**src/rtl/hyperbus_pkg.sv**
```systemverilog
// -----------------------------------------------------------------------------
// hyperbus_pkg
// Shared definitions for the HyperBus write path.
//   NumPhys             number of 16-bit PHY lanes (1 or 2)
//   PhyBytes            bytes per PHY word (2*NumPhys)
//   MaxBusBytes         widest AXI bus supported by beat_byte_mask (1024 bits)
//   hyper_w2phy_state_t write packer FSM states
//   beat_byte_mask()    byte lanes that an AXI beat at (addr,size) may write
// -----------------------------------------------------------------------------
package hyperbus_pkg;

    localparam int unsigned NumPhys     = 2;
    localparam int unsigned PhyBytes    = 2 * NumPhys;
    localparam int unsigned MaxBusBytes = 128;

    typedef enum logic [1:0] {
        W2P_IDLE     = 2'd0,
        W2P_WAIT_AXI = 2'd1,
        W2P_SEND     = 2'd2
    } hyper_w2phy_state_t;

    // Bytes from addr up to the end of the size-aligned container holding addr.
    // Lanes below an unaligned start address are excluded.
    function automatic logic [MaxBusBytes-1:0] beat_byte_mask(input logic [7:0] addr,
                                                               input logic [2:0] size);
        logic [MaxBusBytes-1:0] mask;
        logic [8:0]             lo;
        logic [8:0]             hi;
        mask = '0;
        lo   = {1'b0, addr};
        hi   = ((lo >> size) << size) + (9'd1 << size);
        for (int i = 0; i < MaxBusBytes; i++) begin
            mask[i] = (9'(i) >= lo) && (9'(i) < hi);
        end
        return mask;
    endfunction

endpackage

```
**src/rtl/hyperbus_w2phy.sv**
```systemverilog
// -----------------------------------------------------------------------------
// hyperbus_w2phy
// Packs AXI W beats (full, narrow or unaligned) into PHY words of 16*NumPhys
// bits with byte strobes for the PHY/CDC write FIFO. Mirror of the read-path
// splitter.
// Ports:
//   clk_i, rst_i                 clock, asynchronous active-high reset
//   trans_handshake_i            new transaction accepted (1-cycle pulse)
//   is_a_write_i                 the accepted transaction is a write
//   start_addr_i                 start byte offset within the bus word
//   size_i                       AXI size (log2 bytes per beat)
//   burst_len_i                  AXI len (beats-1), only used for len_err_o
//   axi_valid_i/axi_ready_o      W channel handshake
//   axi_data_i/strb_i/last_i     W channel payload
//   phy_valid_o/phy_ready_i      PHY word handshake
//   phy_data_o/strb_o/last_o     PHY word, byte mask (1 = write), final word
//   len_err_o                    pulse: axi_last_i disagreed with burst_len_i
// -----------------------------------------------------------------------------
module hyperbus_w2phy
    import hyperbus_pkg::*;
#(
    parameter int unsigned AxiDataWidth = 64,
    parameter int unsigned BurstLength  = 9,
    parameter int unsigned AddrWidth    = $clog2(AxiDataWidth / 8)
) (
    input  logic                      clk_i,
    input  logic                      rst_i,
    input  logic                      trans_handshake_i,
    input  logic                      is_a_write_i,
    input  logic [AddrWidth-1:0]      start_addr_i,
    input  logic [2:0]                size_i,
    input  logic [BurstLength-1:0]    burst_len_i,
    input  logic                      axi_valid_i,
    output logic                      axi_ready_o,
    input  logic [AxiDataWidth-1:0]   axi_data_i,
    input  logic [AxiDataWidth/8-1:0] axi_strb_i,
    input  logic                      axi_last_i,
    output logic                      phy_valid_o,
    input  logic                      phy_ready_i,
    output logic [16*NumPhys-1:0]     phy_data_o,
    output logic [2*NumPhys-1:0]      phy_strb_o,
    output logic                      phy_last_o,
    output logic                      len_err_o
);

    localparam int unsigned AxiBytes = AxiDataWidth / 8;
    localparam int unsigned PhyWidth = 16 * NumPhys;
    localparam int unsigned CntW     = BurstLength + AddrWidth;
    localparam int unsigned PhyLsb   = $clog2(PhyBytes);
    localparam int unsigned IdxW     = AddrWidth - PhyLsb;
    localparam logic [2:0]  MaxSize  = 3'(AddrWidth);

    hyper_w2phy_state_t      state_r, state_s;
    logic [2:0]              size_r;
    logic [CntW-1:0]         axi_addr_r;
    logic [CntW-1:0]         phy_cnt_r;
    logic [BurstLength-1:0]  beats_left_r;
    logic                    last_beat_r;
    logic                    len_err_r;
    logic [AxiDataWidth-1:0] buf_data_r, buf_data_s;
    logic [AxiBytes-1:0]     buf_strb_r, buf_strb_s;

    logic                    start_s;
    logic                    axi_ready_s;
    logic                    axi_hs_s;
    logic                    phy_valid_s;
    logic                    phy_last_s;
    logic                    phy_hs_s;
    logic [7:0]              mask_addr_s;
    logic [MaxBusBytes-1:0]  mask_full_s;
    logic [AxiBytes-1:0]     beat_mask_s;
    logic                    unused_mask_s;
    logic [CntW-1:0]         next_addr_s;
    logic [CntW:0]           word_end_s;
    logic [IdxW-1:0]         phy_idx_s;
    logic [PhyWidth-1:0]     phy_data_s;
    logic [PhyBytes-1:0]     phy_strb_s;

    // Handshake qualifiers and beat geometry.
    always_comb begin
        start_s       = (state_r == W2P_IDLE) & trans_handshake_i & is_a_write_i;
        axi_ready_s   = (state_r == W2P_WAIT_AXI);
        axi_hs_s      = axi_ready_s & axi_valid_i;
        mask_addr_s   = '0;
        mask_addr_s[AddrWidth-1:0] = axi_addr_r[AddrWidth-1:0];
        mask_full_s   = beat_byte_mask(mask_addr_s, size_r);
        beat_mask_s   = mask_full_s[AxiBytes-1:0];
        unused_mask_s = ^mask_full_s[MaxBusBytes-1:AxiBytes];
        // Next beat starts at the end of the size-aligned container.
        next_addr_s   = ((axi_addr_r >> size_r) << size_r) + (CntW'(1) << size_r);
    end

    // PHY word selection: emit once a word is fully covered, or flush the
    // partial tail after the last beat.
    always_comb begin
        word_end_s  = {1'b0, phy_cnt_r} + (CntW + 1)'(PhyBytes);
        phy_idx_s   = phy_cnt_r[AddrWidth-1:PhyLsb];
        phy_valid_s = 1'b0;
        phy_last_s  = 1'b0;
        phy_data_s  = '0;
        phy_strb_s  = '0;
        if (state_r == W2P_SEND) begin
            phy_valid_s = (word_end_s <= {1'b0, axi_addr_r}) |
                          (last_beat_r & (phy_cnt_r < axi_addr_r));
            phy_last_s  = last_beat_r & (word_end_s >= {1'b0, axi_addr_r});
            phy_data_s  = buf_data_r[phy_idx_s*PhyWidth +: PhyWidth];
            phy_strb_s  = buf_strb_r[phy_idx_s*PhyBytes +: PhyBytes];
        end else begin
            phy_valid_s = 1'b0;
        end
        phy_hs_s = phy_valid_s & phy_ready_i;
    end

    // FSM next-state: Idle -> WaitAxi -> Send -> (WaitAxi | Idle).
    always_comb begin
        state_s = state_r;
        case (state_r)
            W2P_IDLE: begin
                if (start_s) state_s = W2P_WAIT_AXI;
                else         state_s = W2P_IDLE;
            end
            W2P_WAIT_AXI: begin
                if (axi_hs_s) state_s = W2P_SEND;
                else          state_s = W2P_WAIT_AXI;
            end
            W2P_SEND: begin
                if (!phy_valid_s)    state_s = W2P_WAIT_AXI;
                else if (!phy_ready_i) state_s = W2P_SEND;
                else if (phy_last_s) state_s = W2P_IDLE;
                else                 state_s = W2P_SEND;
            end
            default: state_s = W2P_IDLE;
        endcase
    end

    // Buffer next value: accepted beat overwrites its lanes, a sent word
    // releases its strobes, a new transaction starts from a clean mask.
    always_comb begin
        buf_data_s = buf_data_r;
        buf_strb_s = buf_strb_r;
        for (int i = 0; i < AxiBytes; i++) begin
            if (start_s) begin
                buf_strb_s[i] = 1'b0;
            end else if (axi_hs_s && beat_mask_s[i]) begin
                buf_data_s[i*8 +: 8] = axi_data_i[i*8 +: 8];
                buf_strb_s[i]        = axi_strb_i[i];
            end else if (phy_hs_s && (IdxW'(i / PhyBytes) == phy_idx_s)) begin
                buf_strb_s[i] = 1'b0;
            end else begin
                buf_strb_s[i] = buf_strb_r[i];
            end
        end
    end

    // State register.
    always_ff @(posedge clk_i or posedge rst_i) begin
        if (rst_i) state_r <= W2P_IDLE;
        else       state_r <= state_s;
    end

    // Buffer registers.
    always_ff @(posedge clk_i or posedge rst_i) begin
        if (rst_i) begin
            buf_data_r <= '0;
            buf_strb_r <= '0;
        end else begin
            buf_data_r <= buf_data_s;
            buf_strb_r <= buf_strb_s;
        end
    end

    // Transaction counters and beat bookkeeping.
    always_ff @(posedge clk_i or posedge rst_i) begin
        if (rst_i) begin
            size_r       <= 3'd0;
            axi_addr_r   <= '0;
            phy_cnt_r    <= '0;
            beats_left_r <= '0;
            last_beat_r  <= 1'b0;
        end else if (start_s) begin
            size_r       <= (size_i > MaxSize) ? MaxSize : size_i;
            axi_addr_r   <= CntW'(start_addr_i);
            phy_cnt_r    <= CntW'(start_addr_i) & ~CntW'(PhyBytes - 1);
            beats_left_r <= burst_len_i;
            last_beat_r  <= 1'b0;
        end else if (axi_hs_s) begin
            axi_addr_r   <= next_addr_s;
            beats_left_r <= beats_left_r - BurstLength'(1);
            last_beat_r  <= axi_last_i;
        end else if (phy_hs_s) begin
            phy_cnt_r    <= phy_cnt_r + CntW'(PhyBytes);
        end
    end

    // Length-mismatch pulse, one cycle after the offending beat.
    always_ff @(posedge clk_i or posedge rst_i) begin
        if (rst_i) len_err_r <= 1'b0;
        else       len_err_r <= axi_hs_s & (axi_last_i != (beats_left_r == '0));
    end

    assign axi_ready_o = axi_ready_s;
    assign phy_valid_o = phy_valid_s;
    assign phy_data_o  = phy_data_s;
    assign phy_strb_o  = phy_strb_s;
    assign phy_last_o  = phy_last_s;
    assign len_err_o   = len_err_r;

endmodule
```
**config.mk**
```make
export PLATFORM = sky130hd
export DESIGN_NAME = hyperbus_w2phy
export DESIGN_NICKNAME = d
export VERILOG_FILES = /design/src/rtl/hyperbus_pkg.sv /design/src/rtl/hyperbus_w2phy.sv
export SDC_FILE = /design/constraint.sdc
export NUM_CORES = 1
export LEC_CHECK = 0
export CORE_MARGIN = 3
export CORE_UTILIZATION = 55
export CTS_CLUSTER_DIAMETER = 50
export CTS_CLUSTER_SIZE = 16
export DETAILED_ROUTE_END_ITERATION = 10
export HOLD_SLACK_MARGIN = 0.15
export PLACE_DENSITY = 0.85
export SLEW_MARGIN = 20
export SYNTH_ARGS = -nofsm -noshare
export SYNTH_HDL_FRONTEND = slang
export SYNTH_SLANG_ARGS = --single-unit
```
**constraint.sdc**
```tcl
create_clock -name clk_i -period 6.54 [get_ports clk_i]
set_input_delay 0.654 -clock clk_i [delete_from_list [all_inputs] [get_ports clk_i]]
set_output_delay 0.654 -clock clk_i [all_outputs]
set_load 0.02 [all_outputs]
```
==> results.sh <==
export IMPL_status="completed"
export IMPL_critPathRequiredTime_ps=5890
export IMPL_maxCapViolCount=0
export IMPL_die_area_um2=13300
export IMPL_crit_type="register to output pin"
export IMPL_rr_endpoint="buf_strb_r[4]"
export IMPL_use_met3_pct=8.58
export IMPL_overflow=0
export IMPL_clock_path_buffers=2
export IMPL_dpl_cell_area_um2=8050
export IMPL_cts_sinks=110
export IMPL_cts_made_buffers=9
export IMPL_grt_pass1_wl_um=27800
export IMPL_postRouteAntennaNets=0
export IMPL_rr_startpoint="phy_cnt_r[2]"
export IMPL_power_density_nw_per_um2=179
export IMPL_nets=887
export IMPL_place_ws_ps=2230
export IMPL_synth_top_area_cell="dfrtp_1"
export IMPL_cp_slowest_stage_delay_ps=620
export IMPL_h_tree_depth=3
export IMPL_core_area_um2=11600
export IMPL_ff2ff_path_depth=13
export IMPL_die_width_um=115
export IMPL_postSynth_asyncResetShare_pct=100
export IMPL_setup_violations=0
export IMPL_ys_seq_area_share_pct=41.9
export IMPL_finalWeightedCongestion=0.876
export IMPL_hp_start="buf_data_r[6]"
export IMPL_use_met2_pct=44.9
export IMPL_totalPowerFinal_mw=1.49
export IMPL_crit_slowest_cell="clkdlybuf4s50_1"
export IMPL_postLayoutCellArea_um2=8350
export IMPL_fin_crit_sh_pct=71.6
export IMPL_hold_viol_final=0
export IMPL_hpwl_um=12500
export IMPL_grt_pass1_vias=5661
export IMPL_drtPass1Iterations=4
export IMPL_drc=0
export IMPL_io_pin_count=134
export IMPL_start_kind="register"
export IMPL_top_usage_layer="met2"
export IMPL_drt_total_wl_um=16800
export IMPL_cts_root_buf="clkbuf_16"
export IMPL_cts_tree="yes"
export IMPL_synth_flop_cell="dfrtp_1"
export IMPL_cts_hold_buf=0
export IMPL_synth_top_area_share_pct=41.9
export IMPL_diodes=0
export IMPL_cts_resized=0
export IMPL_syn_inst=625
export IMPL_vias=5296
export IMPL_relSlewSlack_pct=41.5
export IMPL_fmax_mhz=214
export IMPL_fp_row_count=39
export IMPL_setup_ws_ps=1860
export IMPL_min_path_type="register to register"
export IMPL_cp_max_fo=46
export IMPL_ys_types=64
export IMPL_synth_area_um2=6570
export IMPL_synth_area_per_cell_um2=10.5
export IMPL_end_kind="output pin"
export IMPL_io_buffers=133
export IMPL_antenna_found_initial=0
export IMPL_whs_endpoint="buf_data_r[6]"
export IMPL_fill_cells=781
export IMPL_start_util_pct=56.8
export IMPL_ys_seq_elements=110
export IMPL_post_drt_wl_per_cell_um=18.7
export IMPL_worst_clock_skew_ps=11.1
export IMPL_timing_final_crit_period_ps=4680
export IMPL_met1_usage_pct=32.0
export IMPL_whs_path_depth=1
export IMPL_tightest_slew_ps=875
export IMPL_yosys_warnings=0
export IMPL_ff2ff_setup_slack_ps=2170
export IMPL_post_cts_buffers=0
export IMPL_power_leakage_nw=4.07
export IMPL_clk_pin_slew_ps=80
export IMPL_area_growth_pct=27.1
export IMPL_grt_use_total_pct=26.3
export IMPL_viasPerCell=5.88
export IMPL_crit_chain="buf_4, nand3_1, nor2_1, nand3_1, xnor2_1, ha_1, and3_1, a221oi_1, a21oi_2, nor2_1, clkdlybuf4s50_1"
export IMPL_clock_latency_ps=360
export IMPL_drive_above_1_share_pct=15.6
export IMPL_slew_viol_final=0
export IMPL_fin_setup_tns_ps=0
export IMPL_grt_max_degree=90
export IMPL_fp_dieH_um=115
export IMPL_cp_arrival_ps=4030
export IMPL_dr_first_iter_drc_count=359
export IMPL_rsz0062_at_grt="no"
export IMPL_synth_edf_count=0
export IMPL_ir_drop_mv=0.246
export IMPL_yosys_top_cells_area="dfrtp_1, mux2_2, ha_1, mux2i_1, nor2_1"
==> layout by cell type, fill, tap and decap left out, drive strengths merged, types with 6 or more instances in the layout <==
cell	netlist	final
clkdlybuf4s50	0	133
dfrtp	110	110
mux2	73	73
nor2	65	65
nand2	45	45
mux2i	38	38
ha	38	38
inv	26	28
a21oi	27	27
o21ai	24	24
nand3	14	14
xnor2	12	12
nor3	12	12
a211oi	12	12
clkbuf	23	10
nor4	8	8
o211ai	7	7
buf	4	7
nor2b	6	6
==> worst max path at each step <==
stage | startpoint | slack (ps) | to | depth (start not counted)
finish | phy_cnt_r[2] | 1860 | phy_valid_o | 11
global route | phy_cnt_r[2] | 1540 | phy_valid_o | 11
CTS | phy_cnt_r[2] | 1830 | phy_last_o | 12
detailed placement | phy_cnt_r[2] | 2230 | buf_strb_r[4] | 13
global placement | phy_cnt_r[2] | 2330 | buf_strb_r[4] | 13
floorplan | rst_i | 2980 | axi_addr_r[0] | 1
==> where the power goes <==
group | internal, mW | total, mW | switching (mW)
sequential | 0.696 | 0.727 | 0.0309
combinational | 0.116 | 0.224 | 0.108
clock | 0.270 | 0.544 | 0.274
total | 1.08 | 1.49 | 0.413
==> kinds of logic (layout without fill, tap and decap cells) <==
group,after synthesis,in the layout,synth area share (%)
AO/OA/AOI/OAI,111,111,13.3
flip-flops,110,110,41.9
XOR/XNOR,16,16,2.13
buffers and inverters,53,182,3.07
other,1,5,0.0571
adder cells (fa/ha/maj),40,40,7.85
AND/OR/NAND/NOR,183,183,13.4
multiplexers,111,111,18.3
==> synth_stat cells (4+ instances only) <==
cell type    n
a221o_1      5
nor2b_1      6
inv_1       26
mux2_2      72
mux2i_1     38
xnor2_1     12
dfrtp_1    110
o211ai_1     7
and3_1       5
o21ai_0     21
nand2_1     45
xor2_1       4
nor2_1      65
a21o_1       5
a21oi_1     23
nor4_1       8
ha_1        38
nor3_1      10
a21oi_2      4
clkbuf_1    23
and2_1       5
nand3_1     14
a211oi_1     8
o22ai_1      5
==> final cells by class <==
class	count	area (um2)	area share, %
multi-input cells	466	3630	43.5
flip-flops and latches	110	2750	33.0
repair buffers	140	1390	16.6
clock buffers	10	229	2.74
well taps	143	179	2.14
inverters	26	100	1.20
clock inverters	6	67.6	0.809
==> flip-flops by register name, summed over array words and instances, names as in the netlist, 2 cells and up <==
name and flops:
axi_addr_r 12, buf_data_r 64, state_r 2, buf_strb_r 8, size_r 3, phy_cnt_r 10
beats_left_r 9
==> metrics by stage <==
stage | utilization, % | instances | hold slack [ps]
after CTS | 72.1 | 901 | 503
final | 72.2 | 901 | 503
after global placement | 69.6 | 885 | 467
after floorplan | - | 629 | 457
after detailed placement | 69.6 | 885 | 480
after global routing | 72.2 | 901 | 528
==> metal layers <==
layer	routed length [um]	up-vias	part of all wire (%)
li1	-	2507	-
met1	6920	2622	41
met2	8520	146	51
met3	1080	21	6.4
met4	286	0	1.7
met5	0	-	0
==> worst max-delay path, delay by kind of cell, from the launching register on <==
kind | cells | cell delay, ps
AOI/OAI and AO/OA | 2 | 590
xor gates and xnor gates | 1 | 210
adders and majority gates | 1 | 280
buffers and inverters | 2 | 1200
DFF | 1 | 360
and+or+nand+nor | 5 | 1020
Power figures use the tool's default switching activity.
